$ cat src/rtl/filter_scan_ctrl.sv
// Frame-scan sequencer: gathers a clamped 3x3 RGB444 window for every pixel,
// presents it to a 3x3 filter, and stores the filter result in the destination frame.
module filter_scan_ctrl #(
  parameter int WIDTH  = 160,
  parameter int HEIGHT = 120,
  parameter int ADDR_W = 15,
  parameter int LAT    = 4
) (
  input  logic              clk,
  input  logic              reset,
  input  logic              start,
  input  logic              abort,
  output logic              busy,
  output logic              done,
  output logic              rd_en,
  output logic [ADDR_W-1:0] rd_addr,
  input  logic [11:0]       rd_data,
  output logic [107:0]      color_data,
  input  logic [11:0]       filter_rgb_out,
  output logic              wr_en,
  output logic [ADDR_W-1:0] wr_addr,
  output logic [11:0]       wr_data,
  output logic [2:0]        fsm_state
);

  localparam logic [2:0] S_IDLE    = 3'd0;
  localparam logic [2:0] S_FETCH   = 3'd1;
  localparam logic [2:0] S_CAPTURE = 3'd2;
  localparam logic [2:0] S_WAIT    = 3'd3;
  localparam logic [2:0] S_WRITE   = 3'd4;
  localparam logic [2:0] S_DONE    = 3'd5;

  localparam logic [ADDR_W-1:0] W_A    = ADDR_W'(WIDTH);
  localparam logic [ADDR_W-1:0] X_LAST = ADDR_W'(WIDTH - 1);
  localparam logic [ADDR_W-1:0] Y_LAST = ADDR_W'(HEIGHT - 1);
  localparam logic [ADDR_W-1:0] ONE_A  = ADDR_W'(1);
  localparam int                CW     = (LAT > 1) ? $clog2(LAT) : 1;
  localparam logic [CW-1:0]     CNT_LAST = CW'(LAT - 1);

  logic [2:0]        state;
  logic [ADDR_W-1:0] x, y;
  logic [3:0]        k;
  logic [CW-1:0]     cnt;
  logic [11:0]       stage [0:7];

  logic [ADDR_W-1:0] xl, xr, yu, yd, col, row;

  // Clamped neighbour coordinates; tap k selects the (col,row) pair to read.
  always_comb begin
    xl  = (x == '0)     ? x : x - ONE_A;
    xr  = (x == X_LAST) ? x : x + ONE_A;
    yu  = (y == '0)     ? y : y - ONE_A;
    yd  = (y == Y_LAST) ? y : y + ONE_A;
    col = x;
    row = y;
    case (k)
      4'd0:    begin col = x;  row = y;  end
      4'd1:    begin col = xl; row = y;  end
      4'd2:    begin col = xr; row = y;  end
      4'd3:    begin col = x;  row = yu; end
      4'd4:    begin col = x;  row = yd; end
      4'd5:    begin col = xl; row = yu; end
      4'd6:    begin col = xr; row = yu; end
      4'd7:    begin col = xl; row = yd; end
      default: begin col = xr; row = yd; end
    endcase
  end

  // Read protocol: rd_data carries the word addressed by rd_en/rd_addr one clock
  // later, with no backpressure; writes are fire-and-forget on wr_en.
  assign fsm_state = state;
  assign busy      = (state != S_IDLE) && (state != S_DONE);
  assign done      = (state == S_DONE);
  assign rd_en     = (state == S_FETCH);
  assign wr_en     = (state == S_WRITE);
  assign rd_addr   = rd_en ? (row * W_A + col) : '0;
  assign wr_addr   = wr_en ? (y * W_A + x) : '0;
  assign wr_data   = wr_en ? filter_rgb_out : 12'h000;

  always_ff @(posedge clk or negedge reset) begin
    if (!reset) begin
      state      <= S_IDLE;
      x          <= '0;
      y          <= '0;
      k          <= '0;
      cnt        <= '0;
      color_data <= '0;
      for (int i = 0; i < 8; i++) stage[i] <= 12'h000;
    end else if (abort) begin
      state <= S_IDLE;
      x     <= '0;
      y     <= '0;
      k     <= '0;
      cnt   <= '0;
    end else begin
      case (state)
        S_IDLE: begin
          if (start) begin
            state <= S_FETCH;
            x     <= '0;
            y     <= '0;
            k     <= '0;
          end
        end
        S_FETCH: begin
          // The word arriving now belongs to the previous tap.
          if (k != 4'd0) stage[k[2:0] - 3'd1] <= rd_data;
          if (k == 4'd8) state <= S_CAPTURE;
          else           k     <= k + 4'd1;
        end
        S_CAPTURE: begin
          color_data <= {stage[0], stage[1], stage[2], stage[3],
                         stage[4], stage[5], stage[6], stage[7], rd_data};
          cnt        <= '0;
          state      <= S_WAIT;
        end
        S_WAIT: begin
          if (cnt == CNT_LAST) state <= S_WRITE;
          else                 cnt   <= cnt + CW'(1);
        end
        S_WRITE: begin
          k <= '0;
          if (x == X_LAST) begin
            x <= '0;
            if (y == Y_LAST) begin
              y     <= '0;
              state <= S_DONE;
            end else begin
              y     <= y + ONE_A;
              state <= S_FETCH;
            end
          end else begin
            x     <= x + ONE_A;
            state <= S_FETCH;
          end
        end
        S_DONE:  state <= S_IDLE;
        default: state <= S_IDLE;
      endcase
    end
  end

endmodule

$ cat config.mk
export PLATFORM = sky130hd
export DESIGN_NAME = filter_scan_ctrl
export DESIGN_NICKNAME = d
export VERILOG_FILES = /design/src/rtl/filter_scan_ctrl.sv
export SDC_FILE = /design/constraint.sdc
export NUM_CORES = 1
export LEC_CHECK = 0
export BUFFER_PORTS_ARGS = -buffer_cell sky130_fd_sc_hd__buf_2
export CORE_MARGIN = 2
export CORE_UTILIZATION = 46
export CTS_CLUSTER_SIZE = 14
export DETAILED_ROUTE_END_ITERATION = 6
export HOLD_SLACK_MARGIN = 0.02
export PLACE_DENSITY = 0.67
export SLEW_MARGIN = 25
export SYNTH_ARGS = -nofsm -noshare
export SYNTH_HDL_FRONTEND = slang
export SYNTH_SLANG_ARGS = --single-unit
$ cat constraint.sdc
create_clock -name clk -period 10.6 [get_ports clk]
set_input_delay 1.06 -clock clk [delete_from_list [all_inputs] [get_ports clk]]
set_output_delay 1.06 -clock clk [all_outputs]
set_load 0.02 [all_outputs]
; Yosys cells after proc, flatten, opt, wreduce, memory -nomap -nowiden
; Cells that the tools add are included.
[totals]
regBits = 243
elab_cells = 108
[op_classes]
eq_ne = 23
order_cmp = 2
addsub = 9
n_reduce_logical = 22
mul = 2
mux = 34
n_bitwise = 2
[ops]
columns = cell, n
row1 = $mux 15, 12
row2 = $pmux 15 s2, 4
row3 = $bwmux 96, 1
row4 = $demux 12 s3, 1
row5 = $add 15x1->15 const B, 2
row6 = $add 15x15->15, 2
row7 = $logic_not 15->1, 2
row8 = $mul 15x3->10 const B, 2
row9 = $sub 15x1->15 const B, 2
row10 = $mux 12, 2
row11 = $mux 3, 6
row12 = $eq 4x3->1 const B, 4
row13 = $eq 15x7->1 const B, 1
row14 = $eq 15x8->1 const B, 1
row15 = $ne 3x3->1 const B, 5
row16 = $pmux 3 s5, 1
row17 = $mux 4, 3
row18 = $pmux 4 s3, 1
row19 = $reduce_and 3->1, 4
row20 = $reduce_or 3->1, 4
row21 = $reduce_bool 3->1, 3
row22 = $eq 4x2->1 const B, 2
row23 = $reduce_bool 4->1, 2
row24 = $eq 3x2->1 const B, 2
row25 = 19 further kinds, 25

; Logic depth before layout (Yosys ltp)
; Gate-level depths: netlist of the first run.
[logic_depth]
word_depth = 7
ltp_mapped = 21
depth_no_buf = 21

; Worst setup path after synthesis of the first run
; No wires, ideal clock.
[synth_path]
path_type = reg-to-output
start = register k[0]
end = output port rd_addr[14]
arrival_ns = 4.683
t_required_ns = 9.540
path_slack_ns = 4.857
stages_incl_launch_ff = 21
cell_sequence = dfrtp_1 inv_1 ha_1 nor2_1 a211oi_1 and3_1 nor3b_1 o21ai_0 o31ai_1 a21oi_1 ha_1 ha_1 a21oi_1 o21bai_1 a21oi_1 xnor2_1 ha_1 a21o_1 a41o_1 or2_2 mux2i_1
[synth_via]
elab_chain_len = 6
[synth_rtl]
columns = element, line_no
row1 = "start, declared", 42  ; logic [3:0] k;
row2 = "start signal, assigned", 109  ; else k <= k + 4'd1;
row3 = "$eq 4x3->1, or another cell as far along", 56  ; case (k)
row4 = $reduce_or 3->1 (no source line), -
row5 = $pmux 15 s2, 56
row6 = $mul 15x3->10, 76  ; assign rd_addr = rd_en ? (row * W_A + col) : '0;
row7 = $add 15x15->15 (*), 76
row8 = $mux 15 (*), 76
row9 = "end, declared", 16  ; output logic [ADDR_W-1:0] rd_addr,
; Mark *: on every way between the ends. The rest lies on a longest branch, timed or not.

; Worst setup path in the final report of the first run
; Ends and elaborated chain as after synthesis.

==> results.cfg, run 1 <==
[synth]
synth-simple-area-share_pct = 10.95
synth_commonest_cells = dfrtp_1, mux2_2, nor2_1, ha_1, o21ai_0
synthCells = 1109
synth_xor_area_share_pct = 2.554
synth_edf_count = 0
synthDominantCellAreaShare_pct = 48.30
avgSynthCellArea_um2 = 11.35
async_flop_share_pct = 100.0
synth.cell_area_mm2 = 0.01259
yosysWarnings = 0
syn-num-nets = 1197
yosysUniqueCellTypes = 67
synth_seq_cells = 243
synth.area.mux_share_pct = 19.15
synth-compound-area-share_pct = 9.878
synth_top_family_by_area = multiplexers
yosysTopAreaCell = dfrtp_1
yosysSeqAreaShare_pct = 48.30
yosysMostFrequentCell = dfrtp_1
ys.flop_type = dfrtp_1
synth_area_leaders = dfrtp_1, mux2_2, ha_1
synthAdderAreaFrac_pct = 6.201

[die]
initial_core_util_pct = 46.72
die_area_mm2 = 0.02871
num_rows = 60
die_w_um = 169.4
die_h_um = 169.4
core_mm2 = 0.02695
ioPinCount = 185

[timing]
setup_tns_ns = 0
slew_violations = 0
skew_ns = 0.02645
max_slew.worst_pin.slew_ns = 0.9657
rsz0062_at_grt = no
finalHoldViolCount = 0
finalSetupViolCount = 0
slew-limit-headroom_pct = 35.38
post-route-period-util_pct = 61.33
period_minus_slack_ns = 6.501
max_freq_ghz = 0.1538

[clock_network]
htreeDepth = 1
cts_sinks = 243
clockBufferDepth = 3
clkTransAtPathRegs_ns = 0.06
hold_buffers = 0
cts_made_buffers = 25
post_cts_buffers = 0
clk-insertion-delay-late_ns = 0.52
post_cts_resized = 0
cts_tree = yes
root_buffer = clkbuf_16

[status]
status = finished, final reports clean

[global_route]
grt_max_degree = 86
first_global_vias = 9089
overflow = 0
grt_pass1_wl_um = 50410
grt_use_total_pct = 21.91
antenna_found_initial = 1

[cells_and_area]
fin_area_mm2 = 0.01469
syn_to_final_growth_pct = 16.67
fillers = 2376
drive_above_1_share_pct = 36.18
multiInputGateArea_mm2 = 0.006177
fin_cells = 1630
nets = 1359
regArea_mm2 = 0.006081
final_util_pct = 54.51

[routing]
num_vias = 9150
totalWireLength_um = 31390
detail-route-antenna-nets = 0
first_pass_iters = 5
post-route-drc-count = 0
vias_per_cell = 5.613
drt_iter0_markers = 462
post_drt_wl_per_cell_um = 19.26

[placement]
globalplace.congestion = 0.8847
placed_area_mm2 = 0.01379
detailed_place_hpwl_um = 22300
port_buffers = 184
place_inst = 1585

[setup_path]
critPathTopFamily = compound AO/OA/AOI/OAI gates
crit_chain = inv_1 -> ha_1 -> o31a_1 -> nor2_1 -> inv_1 -> a221o_1 -> nand2_1 -> ha_1 -> ha_1 -> a21o_1 -> a21oi_1 -> o21bai_1 -> a21oi_1 -> xnor2_1 -> ha_1 -> a21o_1 -> a41o_1 -> or2_2 -> mux2i_1 -> buf_2
startpoint_type = flop
path_max_fanout = 9
critPathRequiredTime_ns = 9.54
cpPeakStageDelay_ns = 0.48
cp.arrival_ns = 5.44
cpMostUsedCell = ha_1
worstSetupEndpointType = output pin
path_class = flop to output pin
path_buf_inv = 3
slowest_stage = dfrtp_1

[min_path]
hold_class = flop to flop

[flow_run]
cap_violations = 0

[pwr]
pwr_density_cell_mw_per_mm2 = 143.4
p_total_w = 0.002107
power.static_leakage_nw = 7.678
vdd_ir_drop_max_mv = 0.1171
metrics by stage:
stage	setup WS, ns	hold slack (ns)
6_report	4.099	0.4982
5_1_grt	3.659	0.5138
4_1_cts	3.928	0.5004
3_5_place_dp	4.488	0.4899
3_3_place_gp	4.519	0.4817
2_1_floorplan	4.857	0.4736
cells in the final DEF (no fill, tap or decap), types with 5 or more instances in the layout:
master / n
dfrtp_1: 243
mux2_2: 207
buf_2: 183
nor2_1: 68
ha_1: 56
o21ai_0: 55
a21oi_1: 48
nand2_1: 48
inv_1: 33
and3_1: 30
xnor2_1: 29
nor3_1: 25
clkbuf_16: 25
nand3_1: 24
nand2b_1: 14
a21o_1: 12
o31ai_1: 10
or3_1: 8
a31oi_1: 8
mux2i_1: 8
buf_4: 8
nor2b_1: 7
o21bai_1: 7
a22oi_1: 6
and2_1: 6
clkbuf_1: 6
or2_2: 5
o21ai_1: 5
o221ai_1: 5
o21a_1: 5
xor2_1: 5
a22o_1: 5
clkbuf_8: 5
power breakdown:
group / total (W) / internal (W) / switching, W
sequential: 0.00101 / 0.000982 / 0.0000281
clock: 0.000918 / 0.000566 / 0.000353
combinational: 0.000178 / 0.0000741 / 0.000104
worst reg2reg max path, delay by kind of cell, from the launching register on:
kind                   cells  cell delay (ns)
AND/OR/NAND/NOR            4             1.42
flip-flops                 1             0.54
buffers and inverters      1             0.21
AO/OA/AOI/OAI              3             0.88
worst paths after layout:
check                           from           to  slack [ns]  depth (start not counted)
max                             k[0]  rd_addr[14]        4.10                         20
min                        stage[58]    stage[58]        0.50                          1
max reg2reg                     x[9]        y[11]        7.45                          8
min reg2reg                stage[58]    stage[58]        0.50                          1
max in group asynchronous      reset         y[2]        8.85                          2
min in group asynchronous      reset        x[10]        0.51                          1
layout make-up:
class / instances / share of cell area (%)
clock buffer: 36 / 4.880
multi-input combinational: 774 / 42.05
clock inverter: 8 / 1.014
antenna: 1 / 0.01703
sequential: 243 / 41.39
tap: 341 / 2.904
inverter: 33 / 0.8432
timing repair buffer: 194 / 6.899
cells by family (layout without fill, tap and decap cells):
| kind of cell | count (synthesis) | after routing |
|---|---|---|
| AO/OA/AOI/OAI | 196 | 196 |
| XOR/XNOR | 35 | 35 |
| adder cells (fa/ha/maj) | 60 | 60 |
| buffers and inverters | 92 | 271 |
| flip-flops | 243 | 243 |
| multiplexers | 215 | 215 |
| other | 0 | 1 |
| AND/OR/NAND/NOR | 268 | 268 |
sequential cells by signal (all words and copies together) (netlist names):
name and cells:
cnt 2, color_data 108, y 15, x 15, k 4, stage 96
fsm_state 3
routing by layer:
layer  wire [µm]  GRT usage, %  up-vias  part of all wire (%)
met2       15110         36.89      220                    48
li1            -             -     4321                     -
met4         263         3.530        0                  0.84
met1       13930         29.49     4588                    44
met3        2082         5.154       21                   6.6
met5           0             0        -                     0
(Power assumes the default switching activity.)
==> run 2, diff against run 1 <==
==> constraint.sdc (replaced) <==
create_clock -name clk -period 6.1 [get_ports clk]
set_input_delay 0.61 -clock clk [delete_from_list [all_inputs] [get_ports clk]]
set_output_delay 0.61 -clock clk [all_outputs]
set_load 0.02 [all_outputs]
==> run 2 against run 1 <==
  * Largest power group unchanged
  * Power up 74%
  * Sequential share of layout area decreased by 0.19 points
  * Design area grew 0.52%
  * Highest routed layer unchanged
  * First-iteration DRC count up 24%
  * Final cell count is 0.31% higher
==> results.cfg, run 2 (same netlist as run 1, synthesis figures left out) <==
[flow_run]
cap_violations = 0

[timing]
period_minus_slack_ns = 5.768
finalSetupViolCount = 0
setup_tns_ns = 0
post-route-period-util_pct = 94.56
slew_violations = 0
slew-limit-headroom_pct = 31.47
skew_ns = 0.009028
max_freq_ghz = 0.1734
layout_setup_ws_ns = 0.3320
finalHoldViolCount = 0
rsz0062_at_grt = no
max_slew.worst_pin.slew_ns = 1.024

[setup_path]
path_buf_inv = 3
path_max_fanout = 9
crit_chain = inv_1 -> ha_1 -> nor2_1 -> a211oi_1 -> buf_4 -> and3_1 -> nor3b_1 -> o21ai_0 -> o31ai_1 -> a21oi_2 -> ha_1 -> ha_1 -> a21oi_2 -> o21bai_1 -> a21oi_1 -> xnor2_1 -> ha_1 -> a21o_1 -> a41o_1 -> or2_2 -> mux2i_1 -> buf_2
reg2reg_from = x[9]
cp.arrival_ns = 5.16
path_class = flop to output pin
reg2reg_slack_ns = 2.88
worstSetupEndpointType = output pin
startpoint_type = flop
cp-startpoint = k[0]
critPathTopFamily = compound AO/OA/AOI/OAI gates
critPathRequiredTime_ns = 5.49
cpMostUsedCell = ha_1
cpPeakStageDelay_ns = 0.46
slowest_stage = dfrtp_2

[cells_and_area]
nets = 1363
regMostFlops = color_data
largest_reg_flops = 108
drive_above_1_share_pct = 37.25
fin_area_mm2 = 0.01477
final_common_cell = dfrtp_1
largestRegisters = color_data x108, stage x96
diodes = 0
syn_to_final_growth_pct = 17.28
mostFrequentLayoutCells = dfrtp_1, mux2_2, buf_2

[placement]
dpl_worst_slack_ns = 0.5674
placed_area_mm2 = 0.01384
detailed_place_hpwl_um = 22070
port_buffers = 184
globalplace.congestion = 0.8688

[clock_network]
post_cts_resized = 1
htreeDepth = 1
clockBufferDepth = 3
clkTransAtPathRegs_ns = 0.06
hold_buffers = 0
root_buffer = clkbuf_16
clk-insertion-delay-late_ns = 0.54
cts_tree = yes
cts_sinks = 243
cts_made_buffers = 25
post_cts_buffers = 0

[pwr]
power.static_leakage_nw = 7.715
pwr_density_cell_mw_per_mm2 = 248.7
vdd_ir_drop_max_mv = 0.2469

[global_route]
grt_pass1_wl_um = 49820
grt_use_total_pct = 21.85
antenna_found_initial = 0
overflow = 0
first_global_vias = 8916
grt_max_degree = 142

[min_path]
hold_class = primary input to asynchronous set/reset pin

[routing]
totalWireLength_um = 31630
drt_iter0_markers = 572
post_drt_wl_per_cell_um = 19.34
vias_per_cell = 5.648
post-route-drc-count = 0
detail-route-antenna-nets = 0
num_vias = 9235
first_pass_iters = 5

[die]
num_rows = 60
core_mm2 = 0.02695
die_area_mm2 = 0.02871
ioPinCount = 185
die_w_um = 169.4
initial_core_util_pct = 46.72
die_h_um = 169.4

[status]
status = finished, final reports clean
## run 2: cell types whose count changed in the layout (fill, tap and decap cells not counted), moves of 2 or more
cell | previous run | this run
a21oi_1 | 48 | 46
a21oi_2 | 0 | 2
buf_4 | 8 | 13
buf_6 | 2 | 0
dfrtp_1 | 243 | 240
dfrtp_2 | 0 | 3
ha_1 | 56 | 54
ha_2 | 0 | 2
nor4_2 | 2 | 0
nor4_4 | 0 | 2
## run 2: report_power, final
part	total (W)	switching, W	internal, W	leakage [nW]
Clock	0.00160	0.000659	0.000945	0.419
Combinational	0.000314	0.000183	0.000131	3.97
Sequential	0.00175	0.0000477	0.00171	3.32
Total	0.00367	0.000889	0.00278	7.72
## run 2: final timing paths
kind | end | depth (start not counted)
setup / recovery | rd_addr[14] | 22
hold / removal | x[13] | 1
setup reg to reg | y[11] | 8
hold reg to reg | color_data[20] | 1
max in group asynchronous | stage[31] | 2
min in group clk | cnt[0] | 2
## run 2: per-stage QoR
step	std cells	hold slack [ns]	util [%]	total power, W
2_1_floorplan	1109	0.3144	-	0.001963
3_3_place_gp	1589	0.4820	51.32	0.002086
3_5_place_dp	1589	0.4890	51.34	0.002097
4_1_cts	1635	0.1189	54.56	0.003705
5_1_grt	1635	0.1358	54.79	0.003813
6_report	1635	0.05009	54.79	0.003672
## run 2: layout make-up
| cell class | count | area (µm²) |
|---|---|---|
| clock buffer | 35 | 703.2 |
| fill | 2278 | 12180 |
| tap | 341 | 426.7 |
| inverter | 33 | 123.9 |
| multi-input combinational | 774 | 6216 |
| sequential | 243 | 6085 |
| clock inverter | 11 | 163.9 |
| timing repair buffer | 198 | 1049 |
## run 2: metal layers
metal | global-route usage (%) | up-vias | share of wire, %
met2 | 35.33 | 231 | 47
met1 | 29.91 | 4639 | 44
met4 | 4.794 | 0 | 1.6
li1 | - | 4329 | -
met3 | 5.504 | 36 | 6.7
met5 | 0 | - | 0
==> run 3, diff against run 2 <==
--- a/config.mk
+++ b/config.mk
@@ -12,6 +12,7 @@
 export DETAILED_ROUTE_END_ITERATION = 6
 export HOLD_SLACK_MARGIN = 0.02
 export PLACE_DENSITY = 0.67
+export REMOVE_ABC_BUFFERS = 1
 export SLEW_MARGIN = 25
 export SYNTH_ARGS = -nofsm -noshare
 export SYNTH_HDL_FRONTEND = slang
==> run 3 against run 2 <==
  * Utilization increased by 0.20 points
  * Via count decreased by 0.65%
  * Critical endpoint unchanged
  * Clock skew about the same
  * Final cell count is 0.55% higher
  * Design area up 0.36%
  * Flip-flop and latch count unchanged
  * Die area stayed put
  * Wire length increased by 0.11%
  * Combinational power hardly changed
  * Global-route usage grew 0.12 points
  * Largest power group unchanged
  * Critical path depth is 1 lower
  * Setup slack gained 0.0096 ns
==> results.cfg, run 3 (same netlist as run 1, synthesis figures left out) <==
[status]
status = finished, final reports clean

[clock_network]
clk-insertion-delay-late_ns = 0.55
htreeDepth = 1
cts_tree = yes
root_buffer = clkbuf_16
cts_sinks = 243
clockBufferDepth = 3
clkTransAtPathRegs_ns = 0.06
cts_made_buffers = 27
hold_buffers = 0

[routing]
drt_iter0_markers = 700
first_pass_iters = 5
detail-route-antenna-nets = 0
totalWireLength_um = 31660
num_vias = 9175
routed.top_layer = met4
wl_met3_um = 2172
vias_per_cell = 5.581
met1Wirelength_um = 14070
post_drt_wl_per_cell_um = 19.26
post-route-drc-count = 0
route.met2.wl_um = 14740

[global_route]
grt_use_total_pct = 21.97
grt_pass1_wl_um = 50330
antenna_found_initial = 0
grt_max_degree = 153
overflow = 0
first_global_vias = 9070

[timing]
post-route-period-util_pct = 94.40
max_freq_ghz = 0.1737
finalHoldViolCount = 0
finalSetupViolCount = 0
hold_slack_ns = 0.04199
slew-limit-headroom_pct = 38.83
period_minus_slack_ns = 5.758
slew_violations = 0
max_slew.worst_pin.slew_ns = 0.9176
rsz0062_at_grt = no
skew_ns = 0.008948

[cells_and_area]
drive_above_1_share_pct = 37.61
regMostFlops = color_data
regArea_mm2 = 0.006082
mostFrequentLayoutCells = dfrtp_1, mux2_2, buf_2
largest_reg_flops = 108
fin_area_mm2 = 0.01482
final_common_cell = dfrtp_1
multiInputGateArea_mm2 = 0.006201
syn_to_final_growth_pct = 17.70
largestRegisters = color_data x108, stage x96
nets = 1373
diodes = 0
fillers = 2339

[die]
num_rows = 60
core_mm2 = 0.02695
initial_core_util_pct = 46.72
die_area_mm2 = 0.02871
die_w_um = 169.4
ioPinCount = 185
die_h_um = 169.4

[setup_path]
cp.arrival_ns = 5.15
cpMostUsedCell = ha_1
r2r_cells = 7
rr_endpoint = stage[71]
cp-startpoint = y[0]
path_max_fanout = 8
slowest_stage = dfrtp_1
reg2reg_slack_ns = 3.04
path_class = flop to output pin
crit_chain = inv_1 -> ha_1 -> nor2b_2 -> nand4_1 -> buf_4 -> nand4b_1 -> a221o_1 -> nand2_1 -> ha_1 -> ha_1 -> a21o_1 -> a21oi_2 -> o21bai_1 -> a21oi_1 -> xnor2_1 -> ha_1 -> a21o_1 -> a41o_1 -> or2_2 -> mux2i_1 -> buf_2
critPathRequiredTime_ns = 5.49
cpPeakStageDelay_ns = 0.49
startpoint_type = flop
reg2reg_from = fsm_state[0]
worstSetupEndpointType = output pin

[placement]
globalplace.congestion = 0.8426
placed_area_mm2 = 0.01387
detailed_place_hpwl_um = 21840
port_buffers = 184

[pwr]
p_total_w = 0.003659
power.static_leakage_nw = 7.755
vdd_ir_drop_max_mv = 0.1906
pwr_density_cell_mw_per_mm2 = 246.9

[min_path]
hold_class = primary input to asynchronous set/reset pin

[flow_run]
cap_violations = 0
## run 3: cell type report
class	count	area share, %
clock buffers	39	5.268
well taps	341	2.879
inverters	33	0.8359
multi-input cells	774	41.84
flip-flops and latches	243	41.04
clock inverters	8	0.6501
repair buffers	206	7.481
## run 3: worst max-delay path by stage
stage / end / slack (ns) / cells past startpoint
6_report: rd_addr[14] / 0.34 / 21
5_1_grt: rd_addr[14] / 0.04 / 21
4_1_cts: rd_addr[14] / 0.10 / 21
3_5_place_dp: rd_addr[14] / 0.70 / 21
3_3_place_gp: rd_addr[14] / 0.76 / 21
2_1_floorplan: color_data[0] / -3.15 / 3
## run 3: stage by stage
stage	instances	TNS, ns	util [%]	worst slack, ns
finish	1644	0	54.99	0.3416
global route	1644	0	54.99	0.03782
CTS	1641	0	54.71	0.1004
detailed placement	1594	0	51.46	0.7021
global placement	1594	0	51.46	0.7616
floorplan	1050	-339.84	-	-3.147
## run 3: power by group
part / switching, W / internal [W]
logic: 0.000179 / 0.000132
clock network: 0.000659 / 0.000935
registers: 0.0000460 / 0.00171
total: 0.000885 / 0.00277
## run 3: timing repair
action                                 CTS  global route
endpoints found under the hold margin    0             0
resized for setup                        0            16
setup endpoints to repair                0             2
setup buffers                            0             3
## run 3: critical path: cells and delay by family, from the launching register on
kind                       cells  cell delay, ns
muxes                          1            0.13
buffers and inverters          3            0.45
adders and majority gates      4            1.14
and+or+nand+nor                5            0.92
DFF                            1            0.49
AOI/OAI and AO/OA              7            1.39
xor gates and xnor gates       1            0.09
## run 3: metal layers
metal / vias up / global-route usage, %
met4: 0 / 5.723
li1: 4340 / -
met1: 4552 / 30.47
met3: 38 / 5.387
met2: 245 / 34.69
met5: - / 0
